===== config.mk =====
export PLATFORM = sky130hd
export DESIGN_NAME = zmod_rx_aligner
export DESIGN_NICKNAME = d
export VERILOG_FILES = /design/src/rtl/zmod_pkg.sv /design/src/rtl/zmod_lane_checker.sv /design/src/rtl/zmod_rx_aligner.sv
export SDC_FILE = /design/constraint.sdc
export NUM_CORES = 1
export LEC_CHECK = 0
export CORE_AREA = 5 5 173 175
export DETAILED_ROUTE_END_ITERATION = 8
export DIE_AREA = 0 0 178 180
export RECOVER_POWER = 50
export SYNTH_ARGS = -nofsm -noshare
export SYNTH_HDL_FRONTEND = slang
export SYNTH_SLANG_ARGS = --single-unit

===== constraint.sdc =====
create_clock -name clk -period 3.1 [get_ports clk]
set_input_delay 0.62 -clock clk [delete_from_list [all_inputs] [get_ports clk]]
set_output_delay 0.62 -clock clk [all_outputs]
set_load 0.02 [all_outputs]

===== src/rtl/zmod_pkg.sv =====
// Shared types and helpers for the zmod receive framing aligner.
// The one-hot decoder works on a word zero-extended to MAX_W bits.
package zmod_pkg;

  localparam int unsigned MAX_W = 16;
  localparam int unsigned POS_W = 4;

  typedef enum logic [1:0] {
    SEARCH,
    CONFIRM,
    LOCKED
  } zmod_align_state_t;

  typedef struct packed {
    logic             valid;
    logic [POS_W-1:0] pos;
  } onehot_t;

  // valid only when exactly one bit is set; pos is that bit's index
  function automatic onehot_t onehot_pos(input logic [MAX_W-1:0] word);
    onehot_t     res;
    int unsigned ones;
    res  = '0;
    ones = 0;
    for (int i = 0; i < MAX_W; i++) begin
      if (word[i]) begin
        ones++;
        res.pos = POS_W'(i);
      end
    end
    res.valid = (ones == 1);
    return res;
  endfunction

endpackage


===== src/rtl/zmod_lane_checker.sv =====
// Per-lane incrementing-counter checker with a saturating mismatch count.
// The first active cycle seeds the reference; any inactive cycle re-arms the seed.
module zmod_lane_checker #(
  parameter int unsigned W     = 8,
  parameter int unsigned ERR_W = 32
) (
  input  logic             clk,
  input  logic             resetn,
  input  logic             active,
  input  logic             err_clear,
  input  logic [W-1:0]     din,
  output logic             lane_err,
  output logic [ERR_W-1:0] err_count
);

  logic             seeded_q;
  logic [W-1:0]     prev_q;
  logic             lane_err_q;
  logic [ERR_W-1:0] count_q;
  logic [W-1:0]     prev_inc;
  logic             mismatch;

  always_comb begin
    prev_inc = prev_q + W'(1);
    mismatch = active && seeded_q && (din != prev_inc);
  end

  always_ff @(posedge clk or negedge resetn) begin
    if (!resetn) begin
      seeded_q   <= 1'b0;
      prev_q     <= '0;
      lane_err_q <= 1'b0;
      count_q    <= '0;
    end else begin
      seeded_q   <= active;
      lane_err_q <= mismatch;
      if (active) begin
        prev_q <= din;
      end
      // clear wins over a same-cycle increment
      if (err_clear) begin
        count_q <= '0;
      end else if (mismatch && (count_q != '1)) begin
        count_q <= count_q + ERR_W'(1);
      end
    end
  end

  assign lane_err  = lane_err_q;
  assign err_count = count_q;

endmodule


===== src/rtl/zmod_rx_aligner.sv =====
// zmod LVDS receive framing aligner: sync-lane lock FSM with hysteresis, per-lane
// barrel alignment of the data lanes and per-lane test-counter checking.
module zmod_rx_aligner
  import zmod_pkg::*;
#(
  parameter int unsigned N_LANES    = 3,
  parameter int unsigned W          = 8,
  parameter int unsigned LOCK_CNT   = 16,
  parameter int unsigned UNLOCK_CNT = 4,
  parameter int unsigned ERR_W      = 32
) (
  input  logic                     clk,
  input  logic                     resetn,
  input  logic [W-1:0]             sync_in,
  input  logic [N_LANES*W-1:0]     data_in,
  input  logic                     check_en,
  input  logic                     err_clear,
  output logic [N_LANES*W-1:0]     dout,
  output logic                     dout_valid,
  output logic [$clog2(W)-1:0]     shift,
  output logic                     locked,
  output logic [N_LANES-1:0]       lane_err,
  output logic [N_LANES*ERR_W-1:0] err_count
);

  localparam int unsigned SW = $clog2(W);
  localparam int unsigned CW = $clog2(LOCK_CNT + 1);
  localparam int unsigned MW = $clog2(UNLOCK_CNT + 1);

  zmod_align_state_t state_q, state_d;
  logic [SW-1:0]     cand_q, cand_d;
  logic [SW-1:0]     shift_q, shift_d;
  logic [CW-1:0]     cnt_q, cnt_d;
  logic [MW-1:0]     miss_q, miss_d;

  onehot_t           dec;
  logic              sync_valid;
  logic [SW-1:0]     sync_pos;

  always_comb begin
    dec        = onehot_pos(MAX_W'(sync_in));
    sync_valid = dec.valid;
    sync_pos   = SW'(dec.pos);
  end

  always_comb begin
    state_d = state_q;
    cand_d  = cand_q;
    shift_d = shift_q;
    cnt_d   = cnt_q;
    miss_d  = miss_q;
    unique case (state_q)
      SEARCH: begin
        if (sync_valid) begin
          cand_d  = sync_pos;
          cnt_d   = CW'(1);
          state_d = CONFIRM;
        end
      end
      CONFIRM: begin
        if (sync_valid && (sync_pos == cand_q)) begin
          if (cnt_q == CW'(LOCK_CNT - 1)) begin
            shift_d = cand_q;
            cnt_d   = '0;
            miss_d  = '0;
            state_d = LOCKED;
          end else begin
            cnt_d = cnt_q + CW'(1);
          end
        end else begin
          // the offending word is discarded, not taken as a new candidate
          cnt_d   = '0;
          state_d = SEARCH;
        end
      end
      LOCKED: begin
        if (sync_valid && (sync_pos == shift_q)) begin
          miss_d = '0;
        end else if (miss_q == MW'(UNLOCK_CNT - 1)) begin
          miss_d  = '0;
          state_d = SEARCH;
        end else begin
          miss_d = miss_q + MW'(1);
        end
      end
      default: begin
        state_d = SEARCH;
      end
    endcase
  end

  always_ff @(posedge clk or negedge resetn) begin
    if (!resetn) begin
      state_q <= SEARCH;
      cand_q  <= '0;
      shift_q <= '0;
      cnt_q   <= '0;
      miss_q  <= '0;
    end else begin
      state_q <= state_d;
      cand_q  <= cand_d;
      shift_q <= shift_d;
      cnt_q   <= cnt_d;
      miss_q  <= miss_d;
    end
  end

  // Datapath: newest word in the upper half of a two-word window per lane
  logic [N_LANES-1:0][2*W-1:0] win_q;
  logic [N_LANES*W-1:0]        dout_d, dout_q;
  logic                        locked_dly_q, dout_valid_q;

  always_comb begin
    dout_d = '0;
    for (int l = 0; l < N_LANES; l++) begin
      dout_d[l*W +: W] = W'(win_q[l] >> shift_q);
    end
  end

  always_ff @(posedge clk or negedge resetn) begin
    if (!resetn) begin
      win_q        <= '0;
      dout_q       <= '0;
      locked_dly_q <= 1'b0;
      dout_valid_q <= 1'b0;
    end else begin
      for (int l = 0; l < N_LANES; l++) begin
        win_q[l] <= {data_in[l*W +: W], win_q[l][2*W-1:W]};
      end
      dout_q       <= dout_d;
      locked_dly_q <= (state_q == LOCKED);
      dout_valid_q <= locked_dly_q;
    end
  end

  logic check_active;
  assign check_active = dout_valid_q && check_en;

  for (genvar g = 0; g < N_LANES; g++) begin : g_lane
    zmod_lane_checker #(
      .W     (W),
      .ERR_W (ERR_W)
    ) u_checker (
      .clk       (clk),
      .resetn    (resetn),
      .active    (check_active),
      .err_clear (err_clear),
      .din       (dout_q[g*W +: W]),
      .lane_err  (lane_err[g]),
      .err_count (err_count[g*ERR_W +: ERR_W])
    );
  end

  assign dout       = dout_q;
  assign dout_valid = dout_valid_q;
  assign shift      = shift_q;
  assign locked     = (state_q == LOCKED);

endmodule

# After elaboration in Yosys (flattened, before gate mapping)
# Index checks and enable logic that the tools add are counted.
# Widths: inputs -> output; s select.
# op_classes
eq_ne,19
n_mux,36
reduce_logical,21
shift,3
addsub,15
# op_table
op,n
$mux 32,13
$add 32x1->32 const B,10
$ne 32x32->1 const B,3
$shr 16x3->8,3
$eq 32x1->1 const B,1
$mux 3,9
$add 8x1->8 const B,3
$ne 8x8->1,3
$mux 5,3
$mux 2,6
$logic_and 1x1->1,10
$pmux 5 s2,1
$reduce_bool 2->1,5
$ne 2x2->1 const B,4
$eq 3x3->1,2
$pmux 2 s3,1
$pmux 3 s2,1
$reduce_and 3->1,2
$add 5x1->5 const B,1
$eq 5x4->1 const B,1
$reduce_and 2->1,2
$reduce_and 4->1,1
$add 3x1->3 const B,1
$eq 3x2->1 const B,1
6 further kinds,7
# totals
elab_cells,115
regBits,214

# Longest topological paths before layout
# logic_depth
depth_word,19
depth_mapped,26
ltp_nobuf,25

# Cells and area by module
# A second synthesis with hierarchy kept.
# hier_totals
cells_unflattened,1232
hier_area_um2,12283.0
# modules_own_cells
mod,cells_per_inst,area_per_inst_um2,seq_area_each_um2,instances
zmod_lane_checker,274,2575.0,1051.0,3
zmod_rx_aligner,410,4558.1,2252.2,1

# Worst setup path after synthesis
# No wires, ideal clock.
# synth_timing
path_type,input to register
start,in sync_in[2]
end,reg miss_q[0]
path_buffers,1
t_required_ns,2.975
arrival_time_ns,5.115
setup_slack_ns,-2.140
path_stages,24
path_cell_list,clkbuf_1 -> nor2b_1 -> or2_2 -> ha_1 -> nand2b_1 -> o31ai_1 -> inv_1 -> ha_1 -> nand2_1 -> o21ai_0 -> ha_1 -> inv_1 -> a221oi_1 -> ha_1 -> mux2_2 -> ha_1 -> nand2_1 -> xor2_1 -> xnor2_1 -> mux2i_1 -> a2bb2oi_1 -> nand2_1 -> o22ai_1 -> mux2_2
# synth_via
elab_chain_cells,15
# synth_lines
item,line_no,source
"start, declared",zmod_rx_aligner.sv:14,"input logic [W-1:0] sync_in,"
$mux 32,zmod_pkg.sv:26,if (word[i]) begin
$add 32x1->32,zmod_pkg.sv:27,ones++;
$mux 32,zmod_pkg.sv:26,
$add 32x1->32,zmod_pkg.sv:27,
$mux 32,zmod_pkg.sv:26,
$add 32x1->32,zmod_pkg.sv:27,
$mux 32,zmod_pkg.sv:26,
$add 32x1->32,zmod_pkg.sv:27,
$mux 32,zmod_pkg.sv:26,
$add 32x1->32,zmod_pkg.sv:27,
$mux 32,zmod_pkg.sv:26,
$eq 32x1->1,zmod_pkg.sv:31,res.valid = (ones == 1);
$logic_and 1x1->1 (on tied branches),"zmod_rx_aligner.sv:77, zmod_rx_aligner.sv:61",
$mux 3 or $ne 2x2->1 (tied branches),--,
$pmux 3 s2 or $reduce_and 3->1 (tied branches),--,
"end signal, assigned",zmod_rx_aligner.sv:104,miss_q <= miss_d;
"end, declared",zmod_rx_aligner.sv:34,"logic [MW-1:0] miss_q, miss_d;"
# Several ways; a longest one is shown, not always the timed one.
# A chain may end at the register's enable or synchronous reset.

# Worst setup path in the final report
# layout_timing
start,in sync_in[1]
end,reg shift_q[1] (netlist: shift[1])
# layout_via
elab_chain_cells,16
# layout_lines
item,line_no,source
$mux 32,zmod_pkg.sv:26,
$add 32x1->32,zmod_pkg.sv:27,
$mux 32,zmod_pkg.sv:26,
$add 32x1->32,zmod_pkg.sv:27,
$mux 32,zmod_pkg.sv:26,
$add 32x1->32,zmod_pkg.sv:27,
$mux 32,zmod_pkg.sv:26,
$add 32x1->32,zmod_pkg.sv:27,
$mux 32,zmod_pkg.sv:26,
$add 32x1->32,zmod_pkg.sv:27,
$mux 32,zmod_pkg.sv:26,
$add 32x1->32,zmod_pkg.sv:27,
$mux 32,zmod_pkg.sv:26,
$eq 32x1->1,zmod_pkg.sv:31,
$logic_and 1x1->1 *,zmod_rx_aligner.sv:61,if (sync_valid && (sync_pos == cand_q)) begin
$reduce_and 3->1 (no source line) *,--,
"end signal, assigned",zmod_rx_aligner.sv:102,shift_q <= shift_d;
"end, declared",zmod_rx_aligner.sv:32,"logic [SW-1:0] shift_q, shift_d;"
# Mark *: on every way between the ends. The rest lies on a longest branch, timed or not.

==> reports/metrics.csv <==
stage,metric,value,unit
status,run status,"complete, but fails checks",
status,failing checks,"capacitance limit, slew limit, setup timing",
cts,CTS Buffer Depth,3,
floorplan,Die ar.,0.03204,mm2
timing,Pins Over Slew Limit,66,
timing,Final Hold Fails,0,
synth,Async SR Flop Fraction,1.000,
setup_path,CP required,3.50,ns
power_and_ir_drop,sequential share of power,0.431,
detailed_routing,Top Metal Used,met4,
finish,Layout area overhead,31.25,%
placed_design,dpl hpwl,18.81,mm
global_routing,global-route wire length before repair,44.58,mm
synth,Post-synth EDFFs,0,
setup_path,"Top cell by count, worst path",ha_4,
detailed_routing,vias per cell,5.137,
synth,Netlist cell types,67,
placed_design,Post-DP Area,0.01361,mm2
finish,fin nets,1375,
cts,clock transition at the registers of the reported paths,0.06,ns
global_routing,GRT Total Usage,0.1632,
power_and_ir_drop,power share of the clock group,0.395,
power_and_ir_drop,power per standard cell area,482.0,mW/mm2
timing,Max Fclk,223.5,MHz
detailed_routing,Initial DRT Pass Iterations,5,
power_and_ir_drop,switch share,0.2622,
detailed_routing,1st-iter DRT viols,439,
finish,"most common cell after layout, fill and taps aside",dfrtp_1,
detailed_routing,mean routed wirelength per cell,15.39,um
cts,TritonCTS buffer count,25,
detailed_routing,routed wl met2,12.38,mm
floorplan,FP Rows,62,
cts,CTS tree,built,
power_and_ir_drop,Overall Power,7.056,mW
timing,clk_skew,0.01448,ns
power_and_ir_drop,internal power,5.206,mW
timing,Hold Slack,0.3477,ns
detailed_routing,DR vias,8841,
floorplan,core area,0.02831,mm2
detailed_routing,post-route ant nets,0,
setup_path,CP max-delay cell,mux2_4,
detailed_routing,DRC,0,
job,max cap viols,1,
floorplan,Initial Util,0.3939,
timing,Final min period,4.473,ns
timing,Least-Margin Pin Slew,1.698,ns
timing,Slew HR,-0.1319,
synth,dominant synthesized flop cell,dfrtp_1,
cts,"Clk Latency, worst-skew pair",0.52,ns
setup_path,Critical Path AT,4.87,ns
detailed_routing,DRT met1 WL,12.07,mm
global_routing,pin count of the biggest net entering global routing,93,
cts,Sinks on Clock Net,214,
placed_design,Placement Setup Slack,-2.479,ns
setup_path,"Max FO, Critical Path",6,
setup_path,WS Path Type,in -> reg,
finish,fill count,2567,
timing,unrepaired setup endpoints after global routing,yes,
setup_path,Worst setup SP type,input pin,
synth,sequential area share after synthesis,0.4801,
synth,mapped cell area,0.01115,mm2
power_and_ir_drop,leakage,6.012,nW
synth,YS warnings,0,
cts,H-tree levels,1,
power_and_ir_drop,share of power burned in combinational logic,0.174,
power_and_ir_drop,Switch Pwr,1.851,mW
finish,Multi-input gate area,0.005707,mm2
synth,cells after synthesis,1107,
synth,Avg Synthesized Cell Area,10.08,um2
global_routing,GR Overflow Total,0,
finish,Register Area,0.005356,mm2
setup_path,CP Capture Type,flip-flop,
finish,share of cells above drive strength 1,0.1668,
timing,crit share post-route,1.443,
placed_design,gpl congestion,0.8187,
hold_path,class of the worst hold path,reg -> reg,
synth,synthesized flop and latch total,214,
finish,"commonest cells after routing, fill and taps aside","dfrtp_1 (213), clkdlybuf4s50_1 (133), nor2_1 (108)",
finish,non-filler cells in the finished layout,1721,
timing,Setup-failing EPs final,16,
cts,Root Driver,clkbuf_16,
synth,syn_nets,1161,
finish,fin area,0.01464,mm2
floorplan,top-level port count,164,
timing,final setup margin,-1.373,ns
placed_design,port bufs,163,
timing,setup TNS,-21.11,ns
detailed_routing,Routed Wire Length,26.48,mm
finish,diode count,0,
floorplan,Die Span Y,180,um
setup_path,Worst path max stage delay,0.31,ns
global_routing,initial antenna violation count,0,
floorplan,Chip Width,178,um
global_routing,vias in the first global route,8802,
placed_design,Inst Count DP,1654,
detailed_routing,met3 WL post-DR,1.478,mm
power_and_ir_drop,peak supply drop,0.4350,mV
finish,final core occ,0.5171,
## area by class of cell
| type | count | share of cell area |
|---|---|---|
| multi-input cells | 811 | 0.3898 |
| repair buffers | 238 | 0.1502 |
| well taps | 384 | 0.03282 |
| flip-flops and latches | 214 | 0.3659 |
| clock buffers | 33 | 0.04683 |
| clock inverters | 10 | 0.006495 |
| inverters | 31 | 0.007948 |
## what timing repair did
action,CTS,global route
buffers inserted,20,3
cloned,1,0
hold buffers,0,0
endpoints found under the setup margin,16,16
resized for setup,31,11
pin swaps,12,9
## cells in the mapped netlist (14+ instances only)
cell / n / area, um2
clkbuf_1: 39 / 146.4
or3_1: 14 / 87.58
inv_1: 30 / 112.6
nand3_1: 57 / 285.3
nand2_1: 101 / 379.1
ha_1: 18 / 225.2
xor2_1: 55 / 481.7
and2_1: 16 / 100.1
nand4_1: 25 / 156.4
nor4_1: 14 / 87.58
mux2i_1: 30 / 300.3
dfrtp_1: 214 / 5355
nor2_1: 108 / 405.4
xnor2_1: 55 / 481.7
a21oi_1: 42 / 210.2
mux2_2: 39 / 439.2
and3_1: 20 / 125.1
nor3_1: 26 / 130.1
o21ai_0: 51 / 255.2
## routing by layer
| metal | global-route usage | vias to the layer above |
|---|---|---|
| met5 | 0 | - |
| met4 | 0.03620 | 0 |
| met3 | 0.03046 | 39 |
| met2 | 0.2650 | 197 |
| met1 | 0.2282 | 4282 |
| li1 | - | 4323 |
## power groups by stage
| stage | registers [mW] | clock network [mW] | logic [mW] |
|---|---|---|---|
| 6_report | 3.04 | 2.79 | 1.23 |
| 5_1_grt | 3.06 | 2.98 | 1.36 |
| 3_5_place_dp | 3.09 | 0 | 1.02 |
| 4_1_cts | 3.04 | 2.87 | 1.19 |
| 3_3_place_gp | 3.08 | 0 | 0.996 |
| 2_1_floorplan | 3.07 | 0 | 0.686 |
## final timing paths
| path | slack [ns] | start | depth (start not counted) | to |
|---|---|---|---|---|
| hold reg to reg | 0.35 | win_q[47]$_DFF_PN0_ | 0 | win_q[39]$_DFF_PN0_ |
| hold / removal | 0.35 | win_q[47]$_DFF_PN0_ | 0 | win_q[39]$_DFF_PN0_ |
| setup reg to reg | 0.40 | g_lane[2].u_checker.prev_q[2]$_DFFE_PN0P_ | 9 | g_lane[2].u_checker.err_count[19]$_DFFE_PN0P_ |
| setup / recovery | -1.37 | sync_in[1] | 25 | shift[1]$_DFFE_PN0P_ |
| max in group asynchronous | 0.76 | resetn | 2 | win_q[38]$_DFF_PN0_ |
| min in group asynchronous | 0.54 | resetn | 1 | g_lane[0].u_checker.err_count[21]$_DFFE_PN0P_ |
## worst max-delay path: cells and delay by family
kind | cells | cell delay [ns]
compound gates | 4 | 0.67
xor+xnor | 2 | 0.33
fa+ha+maj | 6 | 1.37
buf+inv | 3 | 0.22
mux | 3 | 0.70
simple gates | 7 | 0.97
## flip-flops by register name, indices dropped and copies added, names as in the netlist
signal	count
g_lane.u_checker.err_count	96
win_q	48
dout	24
g_lane.u_checker.prev_q	24
cnt_q	5
cand_q	3
g_lane.u_checker.lane_err	3
miss_q	3
shift	3
state_q	2
dout_valid	1
g_lane.u_checker.seeded_q	1
locked_dly_q	1
## cells by family (layout without fill, tap and decap cells)
family,after synthesis,in the layout,share of synthesized area
AO/OA/AOI/OAI,156,156,0.08716
XOR/XNOR,112,112,0.09074
adder cells (fa/ha/maj),18,18,0.02019
buffers and inverters,83,312,0.03096
flip-flops,214,214,0.4801
multiplexers,83,83,0.09176
AND/OR/NAND/NOR,441,442,0.1991
(Power assumes the default switching activity.)
